`src/rtl/inv_butterfly_32.sv`:
```
// 32-point inverse butterfly: 16 (even, odd) pairs in, 32 reconstructed samples out in natural order.
// Optional rounding of every output is compiled in with `define INV_BUTTERFLY_ROUND_EN.
module inv_butterfly_32 #(
    parameter int unsigned SHIFT = 7
) (
    input  logic        clk,
    input  logic        rst_n,
    input  logic        enable,
    input  logic        i_valid,
    output logic        i_ready,
    input  logic [26:0] i_even,
    input  logic [26:0] i_odd,
    output logic        o_valid,
    output logic [27:0] o_data,
    output logic [4:0]  o_idx
);

    localparam int unsigned IN_W  = 27;
    localparam int unsigned DW    = 28;
    localparam int unsigned EW    = 29;
    localparam int unsigned DEPTH = 16;
    localparam int unsigned CW    = 4;

`ifdef INV_BUTTERFLY_ROUND_EN
    localparam bit ROUND_EN = 1'b1;
`else
    localparam bit ROUND_EN = 1'b0;
`endif

    // With rounding disabled the offset and shift collapse to zero, leaving x unchanged.
    localparam int unsigned       SHIFT_EFF = ROUND_EN ? SHIFT : 0;
    localparam logic [EW-1:0]     RND       = ROUND_EN ? (EW'(1) << (SHIFT - 1)) : '0;

    typedef enum logic {
        FILL  = 1'b0,
        DRAIN = 1'b1
    } state_t;

    state_t          state_q, state_d;
    logic [CW-1:0]   k_q, k_d;
    logic [CW-1:0]   j_q, j_d;
    logic            ready_q;
    logic            o_valid_q, o_valid_d;
    logic [DW-1:0]   o_data_q, o_data_d;
    logic [4:0]      o_idx_q, o_idx_d;
    logic            wr_en;
    logic [DW-1:0]   wr_data;
    logic [DW-1:0]   stack_q [DEPTH];

    logic [DW-1:0]   e_x, d_x, s_c, t_c;

    function automatic logic [DW-1:0] fmt(input logic [DW-1:0] x);
        logic signed [EW-1:0] w;
        w = $signed({x[DW-1], x}) + $signed(RND);
        return DW'(w >>> SHIFT_EFF);
    endfunction

    // Sign-extend to 28 bits so neither sum nor difference can wrap.
    always_comb begin
        e_x = {i_even[IN_W-1], i_even};
        d_x = {i_odd[IN_W-1], i_odd};
        s_c = enable ? (e_x + d_x) : e_x;
        t_c = enable ? (e_x - d_x) : d_x;
    end

    always_comb begin
        state_d   = state_q;
        k_d       = k_q;
        j_d       = j_q;
        o_valid_d = 1'b0;
        o_data_d  = o_data_q;
        o_idx_d   = o_idx_q;
        wr_en     = 1'b0;
        wr_data   = fmt(t_c);
        case (state_q)
            FILL: begin
                if (i_valid && ready_q) begin
                    o_valid_d = 1'b1;
                    o_data_d  = fmt(s_c);
                    o_idx_d   = {1'b0, k_q};
                    wr_en     = 1'b1;
                    k_d       = k_q + CW'(1);
                    if (k_q == CW'(DEPTH - 1)) begin
                        state_d = DRAIN;
                        j_d     = '0;
                    end
                end
            end
            DRAIN: begin
                // Pop the difference stack so position 16+j carries t_(15-j).
                o_valid_d = 1'b1;
                o_data_d  = stack_q[CW'(DEPTH - 1) - j_q];
                o_idx_d   = {1'b1, j_q};
                j_d       = j_q + CW'(1);
                if (j_q == CW'(DEPTH - 1)) begin
                    state_d = FILL;
                    k_d     = '0;
                end
            end
            default: state_d = FILL;
        endcase
    end

    always_ff @(posedge clk) begin
        if (!rst_n) begin
            state_q   <= FILL;
            k_q       <= '0;
            j_q       <= '0;
            ready_q   <= 1'b1;
            o_valid_q <= 1'b0;
            o_data_q  <= '0;
            o_idx_q   <= '0;
        end else begin
            state_q   <= state_d;
            k_q       <= k_d;
            j_q       <= j_d;
            ready_q   <= (state_d == FILL);
            o_valid_q <= o_valid_d;
            o_data_q  <= o_data_d;
            o_idx_q   <= o_idx_d;
        end
    end

    // Difference stack: never read before written within a block, so no reset.
    always_ff @(posedge clk) begin
        if (wr_en) begin
            stack_q[k_q] <= wr_data;
        end
    end

    assign i_ready = ready_q;
    assign o_valid = o_valid_q;
    assign o_data  = o_data_q;
    assign o_idx   = o_idx_q;

endmodule

```
`config.mk`:
```
export PLATFORM = sky130hd
export DESIGN_NAME = inv_butterfly_32
export DESIGN_NICKNAME = d
export VERILOG_FILES = /design/src/rtl/inv_butterfly_32.sv
export SDC_FILE = /design/constraint.sdc
export NUM_CORES = 1
export LEC_CHECK = 0
export CAP_MARGIN = 40
export CORE_MARGIN = 8
export CORE_UTILIZATION = 35
export DETAILED_ROUTE_END_ITERATION = 7
export HOLD_SLACK_MARGIN = 0.08
export SETUP_SLACK_MARGIN = 0.4
export SLEW_MARGIN = 20
export SYNTH_ARGS = -nofsm -noshare
export SYNTH_HDL_FRONTEND = slang
export SYNTH_SLANG_ARGS = --single-unit
```
`constraint.sdc`:
```
create_clock -name clk -period 5.28 [get_ports clk]
set_input_delay 1.056 -clock clk [delete_from_list [all_inputs] [get_ports clk]]
set_output_delay 1.056 -clock clk [all_outputs]
set_load 0.05 [all_outputs]
```
---- Word level (Yosys, flattened, before mapping) ----
Memory sizes are Yosys's and may differ from the RTL's.
Index checks and enable logic that the tools add are counted.
cells by class
  $add $sub $neg .......................... 5
  multipliers ............................. 0
  div/mod/pow operators ................... 0
  magnitude comparators ................... 0
  equality and inequality tests ........... 5
  shift-type cells ........................ 0
  multiplexer cells ....................... 21
  bitwise gates (word level) .............. 2
  reduce and logical (&&, ||, !) cells .... 3
operator list
  operator                                       count
  2-to-1 mux 28 bit                              3
  one-hot mux 28 bit (2 select lines)            1
  adder 27 x 27 -> 28 bit                        1
  subtractor 27 x 27 -> 28 bit                   1
  2-to-1 mux 4 bit                               4
  one-hot mux 4 bit (2 select lines)             2
  one-hot mux 5 bit (2 select lines)             1
  adder 4 x 1 -> 4 bit, second input constant    2
  == test 4 bit, second input constant           2
  2-to-1 mux 1 bit                               7
  2-to-1 mux 5 bit                               1
  != test 2 bit, second input constant           2
  one-hot mux 1 bit (2 select lines)             2
  AND reduction 2 bit                            2
  subtractor 4 bit, first input constant         1
  != test 2 x 1 -> 1 bit, second input constant  1
  NOT 1 bit                                      2
  logical AND 1 bit                              1
word-level totals
  register bits after elaboration ......... 44
  bits in latches ......................... 0
  memory bits (writable) .................. 448
  ROM bits ................................ 0
  input bits .............................. 58
  output and inout port bits .............. 35
  logic and storage cells ................. 44
  memories ................................ 1
memories
  name     words  bits a word  read ports  clocked after memory_dff  wr ports  line  text
  stack_q  16     28           1           0                         1         48    logic [DW-1:0] stack_q [DEPTH];

---- Logic depth before layout (Yosys ltp) ----
Gate-level depths: netlist (run 1).
  depth after elaboration ................. 5
  gate-level depth with buffers ........... 12
  depth with buffers taken out ............ 12

---- Worst setup path after synthesis (run 1) ----
OpenSTA, ideal clock, no wires.
  kind .................................... input to register
  start ................................... input i_even[0]
  end ..................................... memory stack_q[0][22] (data pin)
  setup time .............................. 0.296 ns
  arrival time ............................ 3.631 ns
  data required time ...................... 4.984 ns
  setup slack ............................. 1.354 ns
  stages on the path ...................... 12
  path buffers ............................ 0
  cells stage by stage .................... inv_1 > ha_1 > inv_1 > fa_1 > a211oi_1 > nor4_2 > o32ai_2 > a31o_1 > or4_1 > a21bo_1 > xnor2_1 > mux2i_1
on the way
  word-level cells in the longest chain between the ends .. 2
RTL lines
  what                          line  text
  start, declared               11    input logic [26:0] i_even,
  subtractor 27 x 27 -> 28 bit  63    t_c = enable ? (e_x - d_x) : d_x;
  2-to-1 mux 28 bit             63
  named net t_c[22]             50    logic [DW-1:0] e_x, d_x, s_c, t_c;
  end, declared                 48
The timed path passes the listed nets, and every way through them passes these cells.

---- Worst setup path in the final report (run 1) ----
  start ................................... input i_even[0]
  end ..................................... memory stack_q[13][22] (data pin)
The elaborated chain is that of the path after synthesis.

==> results of run 1 <==
layout make-up:
cell class,count,area (sq um),share of cell area (%)
Multi-Input combinational cell,807,7470,28.3
Inverter,62,233,0.880
Clock buffer,54,1220,4.63
Timing Repair Buffer,176,1760,6.65
Sequential cell,492,14300,54.2
Tap cell,846,1060,4.00
Clock inverter,34,358,1.35
worst register-to-register path: cells and delay by family (launching register included):
kind | cells | cell delay, ps
compound gates | 4 | 870
buf+inv | 1 | 430
flops | 1 | 790
mux | 2 | 810
cells by family (layout without fill, tap and decap cells):
kind of cell,Yosys count,after routing,synth area share [%]
fa+ha+maj,61,61,3.48
buf+inv,147,326,2.66
flops,492,492,64.1
xor+xnor,47,47,1.84
simple gates,246,246,5.41
compound gates,286,286,8.07
mux,167,167,14.5
worst paths after layout:
path | startpoint | to | slack [ps] | cells past startpoint
min reg2reg | o_data[6] | o_data[6] | 520 | 2
max | i_even[0] | stack_q[13][22] | 800 | 16
max reg2reg | j_q[0] | o_data[14] | 2270 | 7
min | o_data[6] | o_data[6] | 520 | 2
state kept, by name (all words and copies together) (netlist names):
| name | cells |
|---|---|
| stack_q | 448 |
| o_valid | 1 |
| o_idx | 5 |
| k_q | 4 |
| state_q | 1 |
| j_q | 4 |
| i_ready | 1 |
| o_data | 28 |
per-stage QoR:
step	power (W)	area [sq um]
3_5_place_dp	0.00545	24900
5_1_grt	0.00911	26400
3_3_place_gp	0.00542	24700
6_report	0.00884	26400
4_1_cts	0.00890	26400
2_1_floorplan	0.00506	22400
metal layers:
layer | wire [microns] | share of wire [%] | track usage [%] | vias up
li1 | - | - | - | 5968
met1 | 26000 | 42 | 22.4 | 7072
met2 | 30700 | 50 | 28.9 | 466
met3 | 3750 | 6.1 | 2.25 | 88
met4 | 1390 | 2.2 | 4.26 | 0
met5 | 0 | 0 | 0 | -
layout by cell type, fill, tap and decap left out, types with 6 or more instances in the layout:
cell and n:
edfxtp_1 448, mux4_2 125, a21oi_1 96, clkdlybuf4s50_1 91
nor2_1 80, buf_4 63, inv_1 60, ha_1 59
o21ai_0 56, nand2_1 54, clkbuf_16 48, dfxtp_1 39
mux2i_1 37, xnor2_1 37, a211oi_1 18, o22ai_1 17
nor3_1 16, and2_2 16, buf_12 16, clkinv_1 15
nor2b_1 13, o21bai_1 11, nor3b_1 11, nand3_1 10
xor2_1 10, o31ai_1 8, a31oi_1 8, o21a_1 7
o211ai_1 7, clkinv_2 7, bufinv_16 7, nand4_1 6
a211o_1 6, and3_1 6, clkbuf_1 6
power groups by stage:
stage,sequential [W],clock (W),combinational [W]
after global routing,0.00444,0.00365,0.00101
after CTS,0.00444,0.00352,0.000931
after detailed placement,0.00453,0,0.000926
after floorplan,0.00459,0,0.000473
after global placement,0.00453,0,0.000899
final,0.00444,0.00346,0.000940
==> results by group, run 1 <==
Status
  • Status: complete, no violations

Floorplanning
  • Die Wd: around 270 microns
  • DIE AREA: 0.0723 sq mm
  • Initial Utilization: 35.4%
  • I/O Pins: 93
  • Die H: 269 microns
  • CORE AREA: 0.0632 sq mm
  • Rows: just over 90

Clock network
  • Post-CTS sizing: 0
  • H-tree depth: 2
  • Total setup buffers inserted after CTS: 0
  • Worst-Skew Late Latency: 570 ps
  • Clock Tree Root: clkbuf_16
  • Cts hold-fix bufs: 0
  • CTS sink count: 492
  • Reg clk slew, reported paths: 60 ps
  • CTS max path bufs: 3
  • CTS buffer count: 47
  • CTS tree: built

Synth
  • Cell area after synthesis: roughly 0.022 sq mm
  • EDFF count, synth: 448
  • Area contributors post-synth: edfxtp_1 60%, mux4_2 13%, dfxtp_1 3.9%
  • Syn nets: between 1500 and 2000
  • Top cell type's share of synthesized area: 60.1%
  • Top cell type by total area after synthesis: edfxtp_1
  • Ys async rst share: 0%
  • Seq cells post-synth: 492
  • Sequential area share after synthesis: between 60% and 70%
  • Most common cell in the netlist: edfxtp_1
  • Syn avg cell area: 15.5 sq um
  • Synth warn: 0
  • Post-synth top cells: 448 x edfxtp_1, 125 x mux4_2, 96 x a21oi_1
  • Cells after synthesis: about 1400
  • Netlist cell types: 71
  • Top_reg_cell synth: edfxtp_1

Run
  • Number of max-cap violations: 0

STA
  • Final clock skew: ~16 ps
  • Highest clock rate: 223 MHz
  • Setup WS post-layout: approximately 800 ps
  • Total Neg Setup Slack: 0 ps
  • Final Critical Period: 4480 ps
  • Unrepaired setup endpoints after global routing: no
  • Max Slew Vio Count: 0
  • Hold Fails Final Rpt: 0
  • Final Hold Slack: 523 ps
  • Max-slew headroom: approximately 50%
  • Period utilization: about 85%
  • Setup violations, final: 0
  • Slew @ Worst Pin: between 700 and 800 ps

GRT
  • Largest net degree at the start of global routing: 58
  • Global-route usage over all layers: 16.8%
  • Total gr overflow: 0
  • Initial antenna violation count: 0
  • Number of global-route vias before repair: 13700
  • First-pass GRT wire length: just over 90000 microns

Worst setup path
  • Worst path required time: 5690 ps
  • Crit path max fanout: 9
  • CP bufs+invs: 6
  • Critical path capture point type: flip-flop
  • Critical Path Max Stage Delay: 570 ps
  • Top Family by Delay on Critical Path: buffers and inverters
  • Critical Path AT: 4890 ps
  • Critical Path Slowest Stage Cell: mux2i_1
  • Worst Path Class, Setup: in2reg
  • Critical Path Start Type: primary input
  • CP cell instances: clkdlybuf4s50_1 -> inv_1 -> ha_1 -> inv_1 -> fa_1 -> a211oi_1 -> buf_4 -> nor4_2 -> o32ai_2 -> buf_4 -> a31o_1 -> or4_1 -> a21bo_1 -> xnor2_1 -> mux2i_1 -> buf_4
  • CP most frequent cell: buf_4

Route
  • Drt pass-1 iters: 6
  • Starting DRT DRC Count: 1251
  • Via/cell ratio: between 5 and 6
  • Post-Route WL: 61900 microns
  • WL/cell: 25.0 microns
  • Final ANT Viol Nets: 0
  • Via count: 13600
  • DRC: 0

Cells and area
  • Post-Layout Cell Count: 2471
  • Nets: 1705
  • Final cell utilization of the core: 41.9%
  • Area Overhead vs Synth: 18.2%
  • Fillcell total: 5549
  • ANT cells: 0
  • Layout cells sized above 1: about a fifth

Placement
  • IO Port Bufs: 92
  • Dpl cells: 2382
  • Pre-CTS setup slack: 255 ps
  • Post-DP HPWL: roughly 40000 microns
  • Placer Congestion: 0.931

Pwr
  • Switch share: around a quarter
  • P_int: 0.00675 W
  • Worst IR Drop VDD: 0.000218 V
  • LEAKAGE: 8.61 nW
  • P per Cell Area: 334 mW/mm^2
  • Logic pwr share: 10.6%
  • Clock Power Share: 39.1%
  • Reg power frac: 50.3%
  • Switch Pwr: about 0.0021 W

Min path
  • HP Class: reg2reg
No activity file was read; power rests on OpenSTA's default activity.
==> run 2, diff against run 1 <==
==> constraint.sdc (replaced) <==
create_clock -name clk -period 3.6 [get_ports clk]
set_input_delay 0.72 -clock clk [delete_from_list [all_inputs] [get_ports clk]]
set_output_delay 0.72 -clock clk [all_outputs]
set_load 0.05 [all_outputs]
==> run 2 against run 1 <==
Compared with the run above:
- global-route usage rose by 1.1 points
- critical path depth fell by 2
- clock power rose by 46%
- power rose by 50%
- cell count rose by 6.6%
- largest power group unchanged
==> results by group, run 2 (synthesis results as in run 1) <==
Route
  • Met1 WL: 28100 microns (+8.0%)
  • Met3 routed WL: 4080 microns (+8.7%)
  • DRC: 0 (unchanged)
  • Post-Route WL: 65400 microns (+5.7%)
  • Drt pass-1 iters: 5 (-1)
  • DR WL met2: 31500 microns (+2.3%)
  • Max Used Layer: met4
  • Via/cell ratio: 5.42 (-1.5%)
  • Final ANT Viol Nets: 0 (unchanged)
  • Starting DRT DRC Count: 1193 (-4.6%)
  • Via count: 14300 (+5.0%)
  • WL/cell: 24.8 microns (-0.85%)

Clock network
  • Worst-Skew Late Latency: 590 ps (+20 ps)
  • CTS max path bufs: 3 (unchanged)
  • Clock Tree Root: clkbuf_16
  • CTS tree: built
  • H-tree depth: 2 (unchanged)
  • Reg clk slew, reported paths: 60 ps (about the same)
  • CTS buffer count: 47 (unchanged)
  • CTS sink count: 492 (unchanged)

Cells and area
  • Post-Layout Cell Count: 2634 (+6.6%)
  • Layout cells sized above 1: 30.3% (+11 points)
  • Area Overhead vs Synth: 25.7%
  • Nets: 1868 (+9.6%)
  • Commonest cells after routing, fill and taps aside: 448 x edfxtp_1, 215 x buf_4, 125 x mux4_2
  • Fillcell total: 5469 (-1.4%)
  • Max reg flops: 448 (unchanged)
  • Area of the multi-input gates: 0.00782 sq mm (+4.6%)
  • Register area: 0.0143 sq mm (unchanged)
  • Commonest non-fill, non-tap cell in the layout: edfxtp_1
  • Biggest register: stack_q

Floorplanning
  • CORE AREA: 0.0632 sq mm (unchanged)
  • Die H: 269 microns (unchanged)
  • DIE AREA: 0.0723 sq mm (unchanged)
  • Initial Utilization: 35.4% (unchanged)
  • Die Wd: 269 microns (unchanged)
  • Rows: 92 (unchanged)
  • I/O Pins: 93 (unchanged)

Worst setup path
  • Worst path required time: 3920 ps (-1770 ps)
  • CP most frequent cell: buf_4
  • CP bufs+invs: 4 (-2)
  • Crit path max fanout: 8 (-1)
  • Top Family by Delay on Critical Path: compound AO/OA/AOI/OAI gates
  • Worst Path Class, Setup: in2reg
  • Critical Path Slowest Stage Cell: or4_4
  • Critical path capture point type: flip-flop
  • Register-to-Register Path Depth: 5 (-2)
  • Stages on the worst setup path: 14 (-2)
  • Critical Path Max Stage Delay: 430 ps (-140 ps)
  • Critical Path AT: 3440 ps (-1450 ps)
  • Critical Path Start Type: primary input
  • CP cell instances: buf_2 -> ha_4 -> inv_2 -> fa_2 -> a211oi_4 -> nor4_4 -> o32ai_2 -> buf_4 -> a31o_4 -> or4_4 -> o22ai_2 -> mux2i_1 -> o211ai_1 -> buf_4

STA
  • Setup violations, final: 0 (unchanged)
  • Period utilization: 86.4%
  • Max-slew headroom: 59.6% (+11 points)
  • Total Neg Setup Slack: 0 ps (unchanged)
  • Unrepaired setup endpoints after global routing: no
  • Final Critical Period: 3110 ps
  • Final Hold Slack: 545 ps (+21.3 ps)
  • Highest clock rate: approximately 320 MHz
  • Hold Fails Final Rpt: 0 (unchanged)
  • Max Slew Vio Count: 0 (unchanged)
  • Final clock skew: 26.7 ps (+10.5 ps)
  • Setup WS post-layout: 488 ps (-314 ps)
  • Slew @ Worst Pin: 606 ps (-165 ps)

Placement
  • Dpl cells: 2530 (+6.2%)
  • Placer Congestion: 0.918 (-1.3%)
  • Post-DP HPWL: 43300 microns (+7.0%)
  • Pre-CTS setup slack: -631 ps (-886 ps)
  • IO Port Bufs: 92 (unchanged)

GRT
  • Largest net degree at the start of global routing: 49 (-16%)
  • Number of global-route vias before repair: 14500 (+5.4%)
  • First-pass GRT wire length: 96300 microns (+6.4%)
  • Initial antenna violation count: 1 (+1)
  • Global-route usage over all layers: 17.9% (+1.1 points)
  • Total gr overflow: 0 (unchanged)

Run
  • Number of max-cap violations: 0 (unchanged)

Min path
  • Hold path cells: 2 (unchanged)
  • HP Class: reg2reg

Pwr
  • Worst IR Drop VDD: 0.000375 V (+72%)
  • LEAKAGE: 9.52 nW (+11%)
  • P per Cell Area: 471 mW/mm^2 (+41%)

Status
  • Status: complete, no violations
==> run 2: cell count changes in the layout (fill, tap and decap cells not counted), sizes merged <==
cell,change
clkinvlp,-4
clkbuf,+10
dlymetal6s2s,+5
inv,+4
buf,+168
clkinv,-3
dlygate4sd2,+7
diode,+1
bufinv,-1
clkdlybuf4s15,+3
clkdlybuf4s50,-27
==> run 2: what timing repair did <==
action                                  CTS  global route
endpoints found under the setup margin  192           113
gates resized for setup                  72            31
hold buffers                              0             0
pin swaps                                17            16
cloned                                    1             0
setup buffers                            11             4
==> run 2: path summary, 6_finish.rpt <==
check / start / to / slack (ps)
worst max-delay path: i_odd[0] / stack_q[0][24] / 490
worst min-delay path: o_idx[4] / o_idx[4] / 540
worst max register to register: j_q[0] / o_data[0] / 990
worst min register to register: o_idx[4] / o_idx[4] / 540
==> run 2: final cells by class <==
class / count / share of cell area [%]
diodes: 1 / 0.00890
clock buffers: 57 / 4.43
clock inverters: 30 / 1.13
inverters: 62 / 0.872
multi-input cells: 807 / 27.8
flip-flops and latches: 492 / 51.0
well taps: 846 / 3.76
repair buffers: 339 / 11.0
==> run 2: tightest hold or removal path, cell delays in order (launching register included) <==
cell and delay (ps):
dfxtp_1 330, a21oi_1 130, nor2_1 50
==> run 2: per-layer routing <==
metal  vias to the layer above  global-route usage, %
met4                         0                   5.45
met5                         -                      0
li1                       6302                      -
met2                       502                   29.7
met1                      7379                   24.4
met3                        91                   2.63
==> run 2: report_power, final <==
| group | internal, W | leakage, nW | switching, W | total, W |
|---|---|---|---|---|
| Clock | 0.00291 | 0.769 | 0.00214 | 0.00505 |
| Combinational | 0.000689 | 4.33 | 0.000989 | 0.00168 |
| Sequential | 0.00648 | 4.42 | 0.0000422 | 0.00652 |
| Total | 0.0101 | 9.52 | 0.00317 | 0.0132 |
==> run 2: stage by stage <==
step	util, %	power [W]	instance area (sq um)
6_report	44.5	0.0132	28100
5_1_grt	44.5	0.0137	28100
4_1_cts	44.4	0.0133	28100
3_5_place_dp	41.5	0.00822	26200
3_3_place_gp	41.5	0.00820	26200
2_1_floorplan	-	0.00746	22500
